## src/rtl/uncached_dbus_bridge.sv

```systemverilog
// rtl/uncached_dbus_bridge.sv - uncached data-bus to cbus single-beat bridge
//
// Purpose: responder for translated CPU data requests that target uncached
// space. One accepted request becomes one single-beat cbus transaction; the
// result is returned to the pipeline as a one-cycle data_ok pulse.
//
// Optional feature macro: UNCACHED_TIMEOUT_EN
//   defined   -> watchdog on the BUS state, TIMEOUT_CYCLES parameter and the
//                timeout_err_o output port exist
//   undefined -> BUS waits for cbus completion indefinitely
//
// Ports:
//   clk_i, reset_i        clock, asynchronous active-high reset
//   dreq_*_i, uncached_i  translated data request; accepted when valid && uncached in IDLE
//   dresp_*_o             addr_ok (combinational in IDLE), data_ok/data (DONE cycle)
//   creq_*_o              request to cbus arbiter, stable while creq_valid_o
//   cresp_*_i             cbus response (ready, last, data)
//   busy_o                high whenever not IDLE
//   acc_count_o           completed transactions, wraps at 2^CNT_W
//   timeout_err_o         (UNCACHED_TIMEOUT_EN only) pulse with a forced error reply
//
// Encodings: size MSIZE1=0, MSIZE2=1, MSIZE4=2; len MLEN1=0; burst FIXED=0.

module uncached_dbus_bridge #(
`ifdef UNCACHED_TIMEOUT_EN
    parameter int TIMEOUT_CYCLES = 1024,
`endif
    parameter int CNT_W = 16
) (
    input  logic             clk_i,
    input  logic             reset_i,

    input  logic             dreq_valid_i,
    input  logic [31:0]      dreq_addr_i,
    input  logic [2:0]       dreq_size_i,
    input  logic [3:0]       dreq_strobe_i,
    input  logic [31:0]      dreq_data_i,
    input  logic             uncached_i,

    output logic             dresp_addr_ok_o,
    output logic             dresp_data_ok_o,
    output logic [31:0]      dresp_data_o,

    output logic             creq_valid_o,
    output logic             creq_is_write_o,
    output logic [31:0]      creq_addr_o,
    output logic [2:0]       creq_size_o,
    output logic [3:0]       creq_strobe_o,
    output logic [31:0]      creq_data_o,
    output logic [3:0]       creq_len_o,
    output logic [1:0]       creq_burst_o,

    input  logic             cresp_ready_i,
    input  logic             cresp_last_i,
    input  logic [31:0]      cresp_data_i,

    output logic             busy_o,
    output logic [CNT_W-1:0] acc_count_o
`ifdef UNCACHED_TIMEOUT_EN
    ,
    output logic             timeout_err_o
`endif
);

    localparam logic [1:0] ST_IDLE = 2'd0;
    localparam logic [1:0] ST_BUS  = 2'd1;
    localparam logic [1:0] ST_DONE = 2'd2;

    localparam logic [3:0]  MLEN1           = 4'd0;
    localparam logic [1:0]  AXI_BURST_FIXED = 2'd0;
    localparam logic [31:0] TIMEOUT_DATA    = 32'hDEAD_BEEF;

    logic [1:0]       state_q,  state_d;
    logic [31:0]      addr_q,   addr_d;
    logic [2:0]       size_q,   size_d;
    logic [3:0]       strobe_q, strobe_d;
    logic [31:0]      wdata_q,  wdata_d;
    logic [31:0]      rdata_q,  rdata_d;
    logic [CNT_W-1:0] cnt_q,    cnt_d;

    logic handshake;
    logic in_bus;
    logic in_done;
    logic bus_complete;

`ifdef UNCACHED_TIMEOUT_EN
    localparam int WD_W = $clog2(TIMEOUT_CYCLES + 1);
    localparam logic [WD_W-1:0] WD_LAST = WD_W'(TIMEOUT_CYCLES - 1);

    logic [WD_W-1:0] wd_q, wd_d;
    logic            to_q, to_d;
`endif

    assign in_bus       = (state_q == ST_BUS);
    assign in_done      = (state_q == ST_DONE);
    assign handshake    = (state_q == ST_IDLE) && dreq_valid_i && uncached_i;
    assign bus_complete = cresp_ready_i && cresp_last_i;

    always_comb begin
        state_d  = state_q;
        addr_d   = addr_q;
        size_d   = size_q;
        strobe_d = strobe_q;
        wdata_d  = wdata_q;
        rdata_d  = rdata_q;
        cnt_d    = cnt_q;
`ifdef UNCACHED_TIMEOUT_EN
        wd_d     = wd_q;
        to_d     = to_q;
`endif
        case (state_q)
            ST_IDLE: begin
                if (handshake) begin
                    addr_d   = dreq_addr_i;
                    size_d   = dreq_size_i;
                    strobe_d = dreq_strobe_i;
                    wdata_d  = dreq_data_i;
                    rdata_d  = '0;
                    state_d  = ST_BUS;
`ifdef UNCACHED_TIMEOUT_EN
                    wd_d     = '0;
                    to_d     = 1'b0;
`endif
                end
            end
            ST_BUS: begin
                // Any ready beat refreshes the captured data; only the
                // final (last) beat ends the transaction.
                if (cresp_ready_i) begin
                    rdata_d = cresp_data_i;
                end
                if (bus_complete) begin
                    state_d = ST_DONE;
                end
`ifdef UNCACHED_TIMEOUT_EN
                // Completion on the limit cycle takes priority over abandon.
                else if (wd_q == WD_LAST) begin
                    state_d = ST_DONE;
                    to_d    = 1'b1;
                end else begin
                    wd_d = wd_q + 1'b1;
                end
`endif
            end
            ST_DONE: begin
                cnt_d   = cnt_q + 1'b1;
                state_d = ST_IDLE;
            end
            default: begin
                state_d = ST_IDLE;
            end
        endcase
    end

    always_ff @(posedge clk_i or posedge reset_i) begin
        if (reset_i) begin
            state_q  <= ST_IDLE;
            addr_q   <= '0;
            size_q   <= '0;
            strobe_q <= '0;
            wdata_q  <= '0;
            rdata_q  <= '0;
            cnt_q    <= '0;
`ifdef UNCACHED_TIMEOUT_EN
            wd_q     <= '0;
            to_q     <= 1'b0;
`endif
        end else begin
            state_q  <= state_d;
            addr_q   <= addr_d;
            size_q   <= size_d;
            strobe_q <= strobe_d;
            wdata_q  <= wdata_d;
            rdata_q  <= rdata_d;
            cnt_q    <= cnt_d;
`ifdef UNCACHED_TIMEOUT_EN
            wd_q     <= wd_d;
            to_q     <= to_d;
`endif
        end
    end

    // creq fields are forced to zero outside BUS so the bus sees a clean
    // idle request; inside BUS they come straight from the latched copy.
    assign creq_valid_o    = in_bus;
    assign creq_is_write_o = in_bus && (|strobe_q);
    assign creq_addr_o     = in_bus ? addr_q   : '0;
    assign creq_size_o     = in_bus ? size_q   : '0;
    assign creq_strobe_o   = in_bus ? strobe_q : '0;
    assign creq_data_o     = in_bus ? wdata_q  : '0;
    assign creq_len_o      = MLEN1;
    assign creq_burst_o    = AXI_BURST_FIXED;

    assign dresp_addr_ok_o = handshake;
    assign dresp_data_ok_o = in_done;

`ifdef UNCACHED_TIMEOUT_EN
    assign timeout_err_o = in_done && to_q;
    assign dresp_data_o  = !in_done     ? 32'd0 :
                           to_q         ? TIMEOUT_DATA :
                           (|strobe_q)  ? 32'd0 : rdata_q;
`else
    assign dresp_data_o  = (in_done && !(|strobe_q)) ? rdata_q : 32'd0;
`endif

    assign busy_o      = (state_q != ST_IDLE);
    assign acc_count_o = cnt_q;

endmodule

```

## config.mk

```make
export PLATFORM = sky130hd
export DESIGN_NAME = uncached_dbus_bridge
export DESIGN_NICKNAME = d
export VERILOG_FILES = /design/src/rtl/uncached_dbus_bridge.sv
export SDC_FILE = /design/constraint.sdc
export NUM_CORES = 1
export LEC_CHECK = 0
export ABC_CLOCK_PERIOD_IN_PS = 12100
export BUFFER_PORTS_ARGS = -buffer_cell sky130_fd_sc_hd__buf_2
export CAP_MARGIN = 20
export CORE_MARGIN = 2
export CORE_UTILIZATION = 54
export CTS_BUF_LIST = sky130_fd_sc_hd__clkbuf_8
export CTS_CLUSTER_SIZE = 30
export DETAILED_ROUTE_END_ITERATION = 16
export GPL_ROUTABILITY_DRIVEN = 1
export GPL_TIMING_DRIVEN = 0
export PLACE_DENSITY = 0.88
export SYNTH_ARGS = -nofsm -noshare
export SYNTH_HDL_FRONTEND = slang
export SYNTH_SLANG_ARGS = --single-unit
```

## constraint.sdc

```tcl
create_clock -name clk_i -period 12.1 [get_ports clk_i]
set_clock_uncertainty 0.05 [all_clocks]
set_input_delay 1.815 -clock clk_i [delete_from_list [all_inputs] [get_ports clk_i]]
set_output_delay 1.815 -clock clk_i [all_outputs]
set_load 0.05 [all_outputs]
```

==> results.txt, run 1 <==
* Run status: finished clean
- For this configuration, the core starts out at a cell density of 56.1%.
- Cell count after synthesis: 486
- Along the worst path, the maximum fanout reaches 10.
* Synth warn: 0
- After clock tree synthesis, the setup repair step added 0 buffers.
- Final Hold Fails: 0
- Reg2reg start: state_q[1]
- The endpoint identified for the worst register-to-register timing path is addr_q[31].
- The cell family contributing the most delay on the critical path is buffers and inverters.
* Netlist cell types: 34
- Placement Rows: 37
* Classification of the worst setup path: in -> out
- Setup violations remaining at the end of the flow were counted as 0.
- In the detailed route, the total length drawn on met2 is 7260 µm.
* Worst-path cell chain: buf_2 > nand2_1 > nor2_8 > buf_12 > buf_2
- GRT Residual Overflow: 0
- Crit-path slowest cell: sky130_fd_sc_hd__nor2_8
- Total Routed Length: between 10000 and 15000 µm
* Count of pins on the block boundary: 239
- Routed metal-1 wirelength: around 5600 µm
- Register-to-register setup slack: 10.38 ns
- The analysis attributes to cell leakage a power of between 4 and 5 nW.
- The worst setup path is launched from a primary input.
- Required time reported for the critical path endpoint: about 10 ns
- CTS built an H-tree with a depth of 4.
* Portion of the post-synthesis area used by sequential elements: a little over 50%
* Worst reg2reg path depth: 4
- After detailed routing, the average wire length per cell comes to between 15 and 20 µm.
* Layout cells sized above 1: 48.1%
* DIE AREA: 11700 µm²
- The cell area that synthesis handed to floorplanning was 5840 µm².
- Sink Count: 121
- Final max-slew violation count: 0
- Highest routed layer: met4
* Synthesized area divided by synthesized cell count: 12.0 µm²
- Maximum number of pins on one net before global-route repair: 68
- The path class of the tightest hold or removal check is reg -> reg.
- Core box area: roughly 10000 µm²
- Clock tree synthesis inserted a total of 17 buffers.
- The worst path uses 38.9% of the clock period.
- The detail route stage leaves a number of antenna-violating nets equal to 0.
- CP Capture Type: output pin
- Inserted Diodes: 0
* TNS Setup: 0 ns
- The initial antenna violation count was 0.
* Clock period minus worst slack: 4.71 ns
- The path with the worst hold slack has its endpoint at rdata_q[5].
- Area growth from synthesis to layout: 30.5%
* Number of violations reported at the end of detailed-routing iteration 0: 213
* Detailed Routing Iterations Pass 1: 4
- Detailed placer's ending HPWL: 10600 µm
* PD cells: 215 nW/µm²
- Derived from the worst setup path, the maximum achievable clock frequency is 0.212 GHz.
* Chip height: 108 µm
- STA puts the critical path data arrival time at 2.84 ns.
* Measured slew at the worst slew-check pin: 0.691 ns
- Longest Clk Path Bufs: 2
- Max stage delay on crit path: 0.35 ns
* Number of gates resized after cts: 0
* Hold Path Origin: rdata_q[5]
- Remaining max-slew budget at the tightest pin: 53.9%
- Met3 routed WL: between 1000 and 1500 µm
* Sum of buffers and inverters on the critical path: 3
- Worst-path clk slew: 0.06 ns
* Detailed-route DRC error count: 0
- Nets: roughly 850
- The detailed router placed 4438 vias in this run.
* All-layer global routing usage: 24.8%
* Max_cap viols: 0
* Worst Hold Path Cells: 2
* Clock tree from TritonCTS: built
- The later pin in the worst-skew pair is clocked with a latency of ~0.4 ns.
- The number of hold buffers added after CTS was 0.
- RePlAce Congestion: approximately 0.8
- Hold slack final: approximately 0.42 ns
- The via count of the first global-routing pass came to 4577.
- Die X-Extent: about 110 µm
* Unrepaired setup endpoints after global routing: no
- The tree is rooted in a sky130_fd_sc_hd__clkbuf_8.
- After detailed routing, the number of vias per cell comes to 4.98.
- The first global-routing pass estimated between 20000 and 25000 µm of wire.
- VDD sags by at most 0.151 mV.
- Port buffering added 232 buffers.
* Crit-path most repeated cell: sky130_fd_sc_hd__buf_2
- Counting flops and latches in the post-synthesis netlist gives 121.
## cell families after synthesis
| group | after synthesis | share of synthesized area, % |
|---|---|---|
| other | 1 | 0.0642 |
| adder cells (fa/ha/maj) | 1 | 0.214 |
| flip-flops | 121 | 51.8 |
| multiplexers | 71 | 18.1 |
| XOR/XNOR | 15 | 2.25 |
| AND/OR/NAND/NOR | 206 | 19.3 |
| buffers and inverters | 37 | 5.25 |
| AO/OA/AOI/OAI | 34 | 3.02 |
## power by group
group	leakage [nW]	switching [W]	internal (W)
logic	2.34	0.000421	0.000252
registers	1.50	0.0000787	0.000533
clock network	0.192	0.000160	0.000198
total	4.04	0.000660	0.000983
## per-stage QoR
stage	instances	power (W)	utilization, %	setup slack (ns)	instance area [µm²]
3_5_place_dp	860	0.00129	69.3	7.39	7220
4_1_cts	892	0.00165	73.2	7.39	7620
2_1_floorplan	491	0.00113	-	7.02	5860
3_3_place_gp	859	0.00126	69.1	5.92	7190
6_report	892	0.00164	73.2	7.39	7620
5_1_grt	892	0.00173	73.2	7.35	7620
## synthesized netlist by cell type
master | n | area share, %
sky130_fd_sc_hd__buf_4 | 7 | 0.90
sky130_fd_sc_hd__a21o_2 | 1 | 0.15
sky130_fd_sc_hd__nor2_1 | 3 | 0.19
sky130_fd_sc_hd__or4_4 | 1 | 0.19
sky130_fd_sc_hd__mux2_2 | 3 | 0.58
sky130_fd_sc_hd__nor2_2 | 1 | 0.11
sky130_fd_sc_hd__or3_4 | 1 | 0.19
sky130_fd_sc_hd__and2_1 | 104 | 11
sky130_fd_sc_hd__clkbuf_1 | 14 | 0.90
sky130_fd_sc_hd__xnor2_1 | 11 | 1.6
sky130_fd_sc_hd__nor2_8 | 1 | 0.34
sky130_fd_sc_hd__mux2_4 | 68 | 17
sky130_fd_sc_hd__and2b_2 | 1 | 0.15
sky130_fd_sc_hd__or2_4 | 1 | 0.15
sky130_fd_sc_hd__inv_1 | 2 | 0.13
sky130_fd_sc_hd__dfrtp_1 | 121 | 52
sky130_fd_sc_hd__nand4b_1 | 1 | 0.15
sky130_fd_sc_hd__xor2_1 | 4 | 0.60
sky130_fd_sc_hd__nor2_4 | 1 | 0.19
sky130_fd_sc_hd__and4_1 | 1 | 0.15
sky130_fd_sc_hd__nand3b_1 | 2 | 0.26
sky130_fd_sc_hd__buf_6 | 3 | 0.58
sky130_fd_sc_hd__or2b_1 | 1 | 0.13
sky130_fd_sc_hd__ha_1 | 1 | 0.21
sky130_fd_sc_hd__o21ai_0 | 32 | 2.7
sky130_fd_sc_hd__conb_1 | 1 | 0.064
sky130_fd_sc_hd__nand2_1 | 74 | 4.8
sky130_fd_sc_hd__and3_1 | 2 | 0.21
sky130_fd_sc_hd__nor3_1 | 2 | 0.17
sky130_fd_sc_hd__buf_12 | 7 | 2.4
sky130_fd_sc_hd__nand3_1 | 5 | 0.43
sky130_fd_sc_hd__nand4_1 | 4 | 0.43
sky130_fd_sc_hd__buf_2 | 4 | 0.34
sky130_fd_sc_hd__a21o_1 | 1 | 0.13
## registers in the layout, summed over array words and instances (netlist names)
register and cells:
strobe_q 4, state_q 2, addr_q 32, size_q 3, rdata_q 32, acc_count_o 16
wdata_q 32
## worst max path at each step
stage,startpoint,endpoint,slack (ns),cells past startpoint
2_1_floorplan,reset_i,acc_count_o[0],7.02,1
3_3_place_gp,reset_i,acc_count_o[9],5.92,2
3_5_place_dp,uncached_i,dresp_addr_ok_o,7.39,5
4_1_cts,uncached_i,dresp_addr_ok_o,7.39,5
5_1_grt,uncached_i,dresp_addr_ok_o,7.35,5
6_report,uncached_i,dresp_addr_ok_o,7.39,5
## area by class of cell
cell class | count | area (µm²)
fill | 703 | 2790
tap | 136 | 170
clock buffer | 20 | 275
inverter | 2 | 10.0
multi-input combinational | 333 | 2530
sequential | 121 | 3030
timing repair buffer | 233 | 1190
buffer | 35 | 299
clock inverter | 12 | 126
## placed cells by master, fill, tap and decap left out, types with 7 or more instances in the layout
master | netlist | final
sky130_fd_sc_hd__buf_12 | 7 | 7
sky130_fd_sc_hd__o21ai_0 | 32 | 32
sky130_fd_sc_hd__xnor2_1 | 11 | 11
sky130_fd_sc_hd__buf_4 | 7 | 7
sky130_fd_sc_hd__nand2_1 | 74 | 74
sky130_fd_sc_hd__dfrtp_1 | 121 | 121
sky130_fd_sc_hd__and2_1 | 104 | 104
sky130_fd_sc_hd__buf_2 | 4 | 236
sky130_fd_sc_hd__clkbuf_1 | 14 | 14
sky130_fd_sc_hd__clkbuf_8 | 0 | 20
sky130_fd_sc_hd__mux2_4 | 68 | 68
## worst reg2reg max path, stage by stage, from the launching register on
cell,delay [ns]
sky130_fd_sc_hd__dfrtp_1,0.43
sky130_fd_sc_hd__or2_4,0.30
sky130_fd_sc_hd__nor2_8,0.30
sky130_fd_sc_hd__buf_12,0.22
sky130_fd_sc_hd__mux2_4,0.31
## per-layer routing
layer	up-vias	global-route usage (%)
li1	2084	-
met1	2131	29.6
met2	197	42.8
met3	26	7.35
met4	0	8.79
met5	-	0
Note: power is estimated with default switching activity, not from simulation.
==> run 2: changes to the inputs <==
==> config.mk (replaced) <==
export PLATFORM = sky130hd
export DESIGN_NAME = uncached_dbus_bridge
export DESIGN_NICKNAME = d
export VERILOG_FILES = /design/src/rtl/uncached_dbus_bridge.sv
export SDC_FILE = /design/constraint.sdc
export NUM_CORES = 1
export LEC_CHECK = 0
export ABC_CLOCK_PERIOD_IN_PS = 4100
export BUFFER_PORTS_ARGS = -buffer_cell sky130_fd_sc_hd__buf_2
export CAP_MARGIN = 20
export CORE_MARGIN = 2
export CORE_UTILIZATION = 45
export CTS_BUF_LIST = sky130_fd_sc_hd__clkbuf_8
export CTS_CLUSTER_SIZE = 30
export DETAILED_ROUTE_END_ITERATION = 16
export GPL_ROUTABILITY_DRIVEN = 1
export GPL_TIMING_DRIVEN = 0
export PLACE_DENSITY = 0.78
export SYNTH_ARGS = -nofsm -noshare
export SYNTH_HDL_FRONTEND = slang
export SYNTH_SLANG_ARGS = --single-unit
==> constraint.sdc (replaced) <==
create_clock -name clk_i -period 4.1 [get_ports clk_i]
set_clock_uncertainty 0.05 [all_clocks]
set_input_delay 0.615 -clock clk_i [delete_from_list [all_inputs] [get_ports clk_i]]
set_output_delay 0.615 -clock clk_i [all_outputs]
set_load 0.05 [all_outputs]
==> run 2 against run 1 <==
Effect of this change:
- register-to-register slack got worse by 8.0 ns
- utilization decreased by 13 points
- sequential power increased to 2.9 times the previous value
- design area increased by 0.79%
- wire length decreased by 3.0%
- via count decreased by 1.5%
- critical path type is now reg -> out
- largest power group unchanged
==> results.txt, run 2 (synthesis gave the netlist of run 1 again) <==
- The run finished with clean final reports.
* Worst Setup Slack post-DPL: 1.49 ns
- The detailed router placed 4373 vias in this run.
* DIE AREA: 13900 µm²
- The layout has 1047 filler cells.
- Counting stages on the worst path, the most repeated cell is sky130_fd_sc_hd__buf_2.
- Gates resized during post-CTS repair numbered 0.
* Clock latency on the worst-skew pair: 0.42 ns
- The via count of the first global-routing pass is 4605.
- Via density per instance: 4.72
- Measured slew at the worst slew-check pin: 0.518 ns
- Count of non-filler cells in the finished layout: 927
* Final max-slew violation count: 0
* Classification of the worst setup path: reg -> out
- Entering global routing, the biggest net connects 67 pins.
- The first detailed-routing pass took 4 iterations.
* Longest Clk Path Bufs: 2
- Worst-path clk slew: around 0.060 ns
- H-tree levels: 4
* Remaining max-slew budget at the tightest pin: around 65%
* Data arrival time of the critical path: 2.33 ns
- The setup check on the worst reg-to-reg path leaves a slack of 2.36 ns.
- Core box area: 12700 µm²
- CTS Buf Count: 17
* Critical Path Source Type: flip-flop
- Worst hold path type: in -> async
* VDD IR-drop max: 0.362 mV
- Max_cap viols: 0
* Tcrit/Tclk final: 72.9%
- Initial cell density of the core: 46.1%
- Worst-path cell chain: and2b_2 > buf_2 > buf_4 > clkbuf_1 > and2_1 > buf_2
* Detailed placer's ending HPWL: 10400 µm
- In this run, the number of DRC markers left after iteration 0 of detailed routing was 175.
- STA puts the critical path data required time at approximately 3.4 ns.
- Placement Rows: 41
* Area growth from synthesis to layout: 31.5%
* All-layer global routing usage: roughly a fifth
- Clock tree from TritonCTS: built
* End of the worst register-to-register path: size_q[1]
- Clock period minus worst slack: approximately 3.0 ns
* Post-detailed-route count of antenna-violating nets: 0
- Layout cells sized above 1: 48.1%
- RePlAce Congestion: 0.788
- Crit-path slowest cell: sky130_fd_sc_hd__dfrtp_1
- For this design the static power due to leakage is 4.07 nW.
- The multi-input combinational cells in the finished layout cover a total of about 2500 µm².
* Inserted Diodes: 0
* Most common cell after layout, fill and taps aside: sky130_fd_sc_hd__buf_2
- In the routed design, unresolved DRC markers number 0.
* Unrepaired setup endpoints after global routing: no
- The startpoint identified for the worst register-to-register timing path is state_q[1].
- Final Hold Fails: 0
- For this run, the post-layout net count is 853.
- Across the whole layout, storage elements account for approximately 3000 µm².
- Sink Count: 121
* GRT Residual Overflow: 0
- The tree is rooted in a sky130_fd_sc_hd__clkbuf_8.
- Setup violation total in the final timing report: 0
- Worst setup margin: between 1 and 1.5 ns
* Chip height: approximately 120 µm
* Hold Buf Count CTS: 0
- In this run the horizontal extent of the chip is roughly 120 µm.
- The worst register-to-register path has a depth of 4.
* Total instance count after detailed placement: 896
* WL/cell: 14.8 µm
- The first global-routing pass estimated 22800 µm of wire.
- Along the worst path, the maximum fanout reaches 10.
* Commonest cells after routing, fill and taps aside: sky130_fd_sc_hd__buf_2, sky130_fd_sc_hd__dfrtp_1, sky130_fd_sc_hd__and2_1
* Buffers inserted by post-CTS timing repair: 0
* CP Capture Type: output pin
- Initial antenna violation count: 0
- For this run, the top clock speed supported by timing is between 0.3 and 0.4 GHz.
* Max stage delay on crit path: around 0.43 ns
* Number of port buffers: 232
* Largest registers: addr_q x32, rdata_q x32, wdata_q x32
- During I/O placement, the number of pins put on the boundary was 239.
- PD cells: 635 nW/µm²
* Total Routed Length: 13700 µm
- Hold slack final: 0.181 ns
-- run 2: cell count changes in the layout (fill, tap and decap cells not counted), sizes merged --
cell and change:
clkbuf +1, clkinvlp -5, clkinv +2, bufinv +1
-- run 2: worst max-delay path by stage --
| stage | start | endpoint | cells past startpoint |
|---|---|---|---|
| floorplan | reset_i | acc_count_o[0] | 1 |
| global placement | reset_i | wdata_q[21] | 2 |
| detailed placement | state_q[1] | creq_strobe_o[2] | 6 |
| CTS | state_q[1] | creq_strobe_o[2] | 6 |
| global route | state_q[1] | creq_strobe_o[2] | 6 |
| finish | state_q[1] | creq_strobe_o[2] | 6 |
-- run 2: per-stage QoR --
stage | utilization, % | total power (W) | instance area, µm² | TNS, ns
2_1_floorplan | - | 0.00333 | 5860 | 0
3_3_place_gp | 57.1 | 0.00373 | 7240 | -116.17
3_5_place_dp | 57.4 | 0.00380 | 7270 | 0
4_1_cts | 60.6 | 0.00493 | 7680 | 0
5_1_grt | 60.6 | 0.00515 | 7680 | 0
6_report | 60.6 | 0.00488 | 7680 | 0
-- run 2: metal layers --
layer	share of wire, %	global-route usage (%)	up-vias
met1	41	24.5	2103
met5	0	0	-
met4	1.9	7.53	0
met2	50	34.9	160
met3	6.8	7.07	21
li1	-	-	2089
-- run 2: area by class of cell --
class,count,area share (%)
sequential,121,39.4
timing repair buffer,233,15.5
inverter,2,0.163
multi-input combinational,333,32.9
clock inverter,10,1.63
tap,172,2.80
buffer,35,3.89
clock buffer,21,3.76
-- run 2: power breakdown --
group          switching, W  internal (W)
combinational       0.00123      0.000743
sequential         0.000222       0.00157
clock              0.000456      0.000655
-- run 2: critical path: cells and delay by family, from the launching register on --
family | cells | cell delay, ns
buffers and inverters | 4 | 1.04
flip-flops | 1 | 0.43
AND/OR/NAND/NOR | 2 | 0.43
==> run 3: changes to the inputs <==
--- a/config.mk
+++ b/config.mk
@@ -5,11 +5,12 @@
 export SDC_FILE = /design/constraint.sdc
 export NUM_CORES = 1
 export LEC_CHECK = 0
-export ABC_CLOCK_PERIOD_IN_PS = 4100
+export ABC_AREA = 1
+export ABC_CLOCK_PERIOD_IN_PS = 2500
 export BUFFER_PORTS_ARGS = -buffer_cell sky130_fd_sc_hd__buf_2
 export CAP_MARGIN = 20
 export CORE_MARGIN = 2
-export CORE_UTILIZATION = 45
+export CORE_UTILIZATION = 44
 export CTS_BUF_LIST = sky130_fd_sc_hd__clkbuf_8
 export CTS_CLUSTER_SIZE = 30
 export DETAILED_ROUTE_END_ITERATION = 16
==> constraint.sdc (replaced) <==
create_clock -name clk_i -period 2.5 [get_ports clk_i]
set_clock_uncertainty 0.05 [all_clocks]
set_input_delay 0.375 -clock clk_i [delete_from_list [all_inputs] [get_ports clk_i]]
set_output_delay 0.375 -clock clk_i [all_outputs]
set_load 0.05 [all_outputs]
==> run 3 against run 2 <==
Effect of this change:
- total power is 48% higher
- critical endpoint is now dresp_addr_ok_o
- clock power is 55% higher
- sequential power is 52% higher
- largest power group unchanged
==> results.txt, run 3 <==
* Run status: finished clean
- Commonest cells after routing, fill and taps aside: sky130_fd_sc_hd__buf_2, sky130_fd_sc_hd__inv_1, sky130_fd_sc_hd__dfrtp_1
- Synthesized area divided by synthesized cell count: 8.09 µm²
- Area growth from synthesis to layout: 36.7%
- Cell count after synthesis: 675
- Synth warn: 0
- TritonCTS built the clock tree.
- GRT Residual Overflow: 0
* Sink Count: between 100 and 150
- The clock reaches the later pin of the worst-skew pair after ~0.43 ns.
- Root buffer cell: sky130_fd_sc_hd__clkbuf_8
- DIE AREA: 13300 µm²
- For this run, design rule violations remaining after detail routing come to 0.
* Flip-flop and latch count after synthesis: ~120
* Netlist area before placement: 5460 µm²
* Crit-path slowest cell: sky130_fd_sc_hd__dfrtp_1
- The first routing iteration left 364 violations.
- Placement Rows: 40
* Number of port buffers: 232
- The cell family contributing the most delay on the critical path is buffers and inverters.
* Classification of the worst setup path: reg -> out
* Tcrit/Tclk final: 94.0%
- From bottom edge to top edge, the die measures roughly 120 µm.
- Required time reported for the critical path endpoint: about 2.1 ns
* Sum of buffers and inverters on the critical path: 4
* Vias: approximately 5200
* First-pass GRT wire length: 23100 µm
- Power spread over the standard cell area amounts to 970 nW/µm².
- After routing the design area is approximately 7500 µm².
* Fraction of registers with async set/reset: 100%
- Overall Power: roughly 0.0072 W
- Of the total power, registers draw 37.7%.
* Number of flops mapped to enable cells by yosys: 0
- The initial antenna violation count was 0.
- The top cell type by area accounts for 55.4% of the synthesized area.
- At the end of the flow, the number of nets in the layout was 1045.
- Count of non-filler cells in the finished layout: 1116
- The total area inside the core boundary comes to 12100 µm².
- Max_cap viols: 0
- Before antenna repair, the detailed router went through 5 iterations.
- By area the synthesized netlist is led by sky130_fd_sc_hd__dfrtp_1, sky130_fd_sc_hd__o21ai_0, sky130_fd_sc_hd__inv_1, sky130_fd_sc_hd__nor2_1, sky130_fd_sc_hd__nand2_1.
* H-tree levels: 4
- In this run, the clock network consumes between 20% and 30% of the power.
* Final max-slew violation count: 0
* Most common library cells after synthesis: sky130_fd_sc_hd__inv_1, sky130_fd_sc_hd__dfrtp_1, sky130_fd_sc_hd__nor2_1, sky130_fd_sc_hd__nand2_1, sky130_fd_sc_hd__o21ai_0
* Setup violation total in the final timing report: 0
- Largest area contributor in the netlist: sky130_fd_sc_hd__dfrtp_1
- The number of hold violations in the final report came to 0.
- Worst hold path type: in -> reg
- In this design, the stage delay of the slowest critical-path cell is 0.43 ns.
- Initial cell density of the core: 45.3%
* Dominant register cell in the synthesized netlist: sky130_fd_sc_hd__dfrtp_1
- Summed over all failing endpoints, the final setup total negative slack is 0 ns.
- For this run, the register share of the synthesized area comes to 55.4%.
- VDD IR-drop max: about 0.55 mV
- WL/cell: 13.2 µm
- Leaving out fill and tap cells, the most frequent cell in the layout is sky130_fd_sc_hd__buf_2.
- Along the worst path, the maximum fanout reaches 10.
- Via density per instance: 4.67
* Pint: 0.00413 W
* Post-detailed-route count of antenna-violating nets: 0
- sky130_fd_sc_hd__inv_1 is the most common cell in the netlist.
- Net switching power: 0.00311 W
* Via count of the first global-routing pass: just under 5000
- All-layer global routing usage: 22.5%
- Layout cells sized above 1: between 30% and 40%
* Placed inst area: 6920 µm²
- The largest registers in the layout are addr_q x32, rdata_q x32, wdata_q x32.
- From left edge to right edge, the die measures 115 µm.
- RePlAce Congestion: 0.810
- Total Routed Length: 14700 µm
- In this run, distinct cell masters in the synthesized netlist total 22.
- The repair_antennas step left the layout with diodes totalling 0.
- The smallest clock period supported by the final layout is computed as 2.35 ns.
- For this design the static power due to leakage is 4.04 nW.
- Count of pins on the block boundary: 239
* Relative contribution of combinational cells to total power: 38.5%
- Critical Path Source Type: flip-flop
- Data arrival time of the critical path: 1.93 ns
- Summed over all nets, the half-perimeter wirelength after detailed placement is 11000 µm.
* Switching share of power: 42.9%
- CP Capture Type: output pin
- Counting tap cells, the placed design contains a total of 1083 instances.
- Entering global routing, the biggest net connects 43 pins.
- Longest Clk Path Bufs: 2
- Static timing analysis puts the maximum clock frequency at around 0.43 GHz.
* Crit-path most repeated cell: sky130_fd_sc_hd__buf_4
* Unrepaired setup endpoints after global routing: no
- Buffers inserted during clock tree synthesis total 17.
- Worst-path clk slew: 0.07 ns
- Worst-path cell chain: nor2_2 > nand3_4 > clkinv_4 > buf_4 > buf_4 > buf_4
## run 3: final cells by class
cell class	instances	area, µm²
timing repair buffer	237	1340
fill	1046	4590
sequential	121	3030
inverter	126	484
clock buffer	19	262
multi-input combinational	392	1790
clock inverter	13	128
buffer	40	231
tap	168	210
## run 3: metal layers
metal	track usage [%]	vias to the layer above	wire length, µm
li1	-	2553	-
met1	27.6	2416	6160
met2	36.5	226	7070
met3	7.90	20	1280
met4	8.76	0	226
met5	0	-	0
## run 3: metrics by stage
step,hold WS [ns],setup WS [ns],utilization (%)
4_1_cts,0.0621,-0.00480,61.2
3_3_place_gp,0.452,-0.194,56.9
5_1_grt,0.0598,0.00926,61.9
2_1_floorplan,0.436,0.0582,-
3_5_place_dp,0.340,0.183,57.4
6_report,0.0843,0.150,61.9
## run 3: cell families (layout without fill, tap and decap cells)
family	after synthesis	count (layout)	share of synthesized area, %
AND/OR/NAND/NOR	266	266	19.7
buffers and inverters	167	435	12.8
flip-flops	121	121	55.4
AO/OA/AOI/OAI	110	110	10.3
XOR/XNOR	9	9	1.44
adder cells (fa/ha/maj)	1	1	0.229
other	1	6	0.0686
## run 3: worst register-to-register path, cell delays in order (launching register included)
cell and delay (ns):
sky130_fd_sc_hd__dfrtp_1 0.43, sky130_fd_sc_hd__nor2_4 0.25, sky130_fd_sc_hd__inv_4 0.14, sky130_fd_sc_hd__o21ai_4 0.25, sky130_fd_sc_hd__buf_2 0.27, sky130_fd_sc_hd__nand3_1 0.09, sky130_fd_sc_hd__o21ai_0 0.13
## run 3: final timing paths
path	from	end	slack, ns	depth (start not counted)
max reg2reg	state_q[1]	rdata_q[17]	0.79	6
min reg2reg	wdata_q[1]	wdata_q[1]	0.47	2
max	state_q[1]	dresp_addr_ok_o	0.15	6
max in group asynchronous	reset_i	addr_q[2]	1.22	5
min	dreq_addr_i[8]	addr_q[8]	0.08	3
min in group asynchronous	reset_i	wdata_q[12]	0.44	3
## run 3: power by group through the flow
stage	combinational, W	sequential (W)	clock (W)
3_5_place_dp	0.00277	0.00276	0
2_1_floorplan	0.00199	0.00280	0
3_3_place_gp	0.00272	0.00273	0
4_1_cts	0.00279	0.00273	0.00175
6_report	0.00279	0.00273	0.00172
5_1_grt	0.00304	0.00279	0.00183
## run 3: repair_timing
action,4_1_cts,5_1_grt
buffers inserted,0,1
endpoints found under the setup margin,103,34
endpoints found under the hold margin,14,0
hold buffers,1,0
pin swaps,0,3
resized for setup,22,38
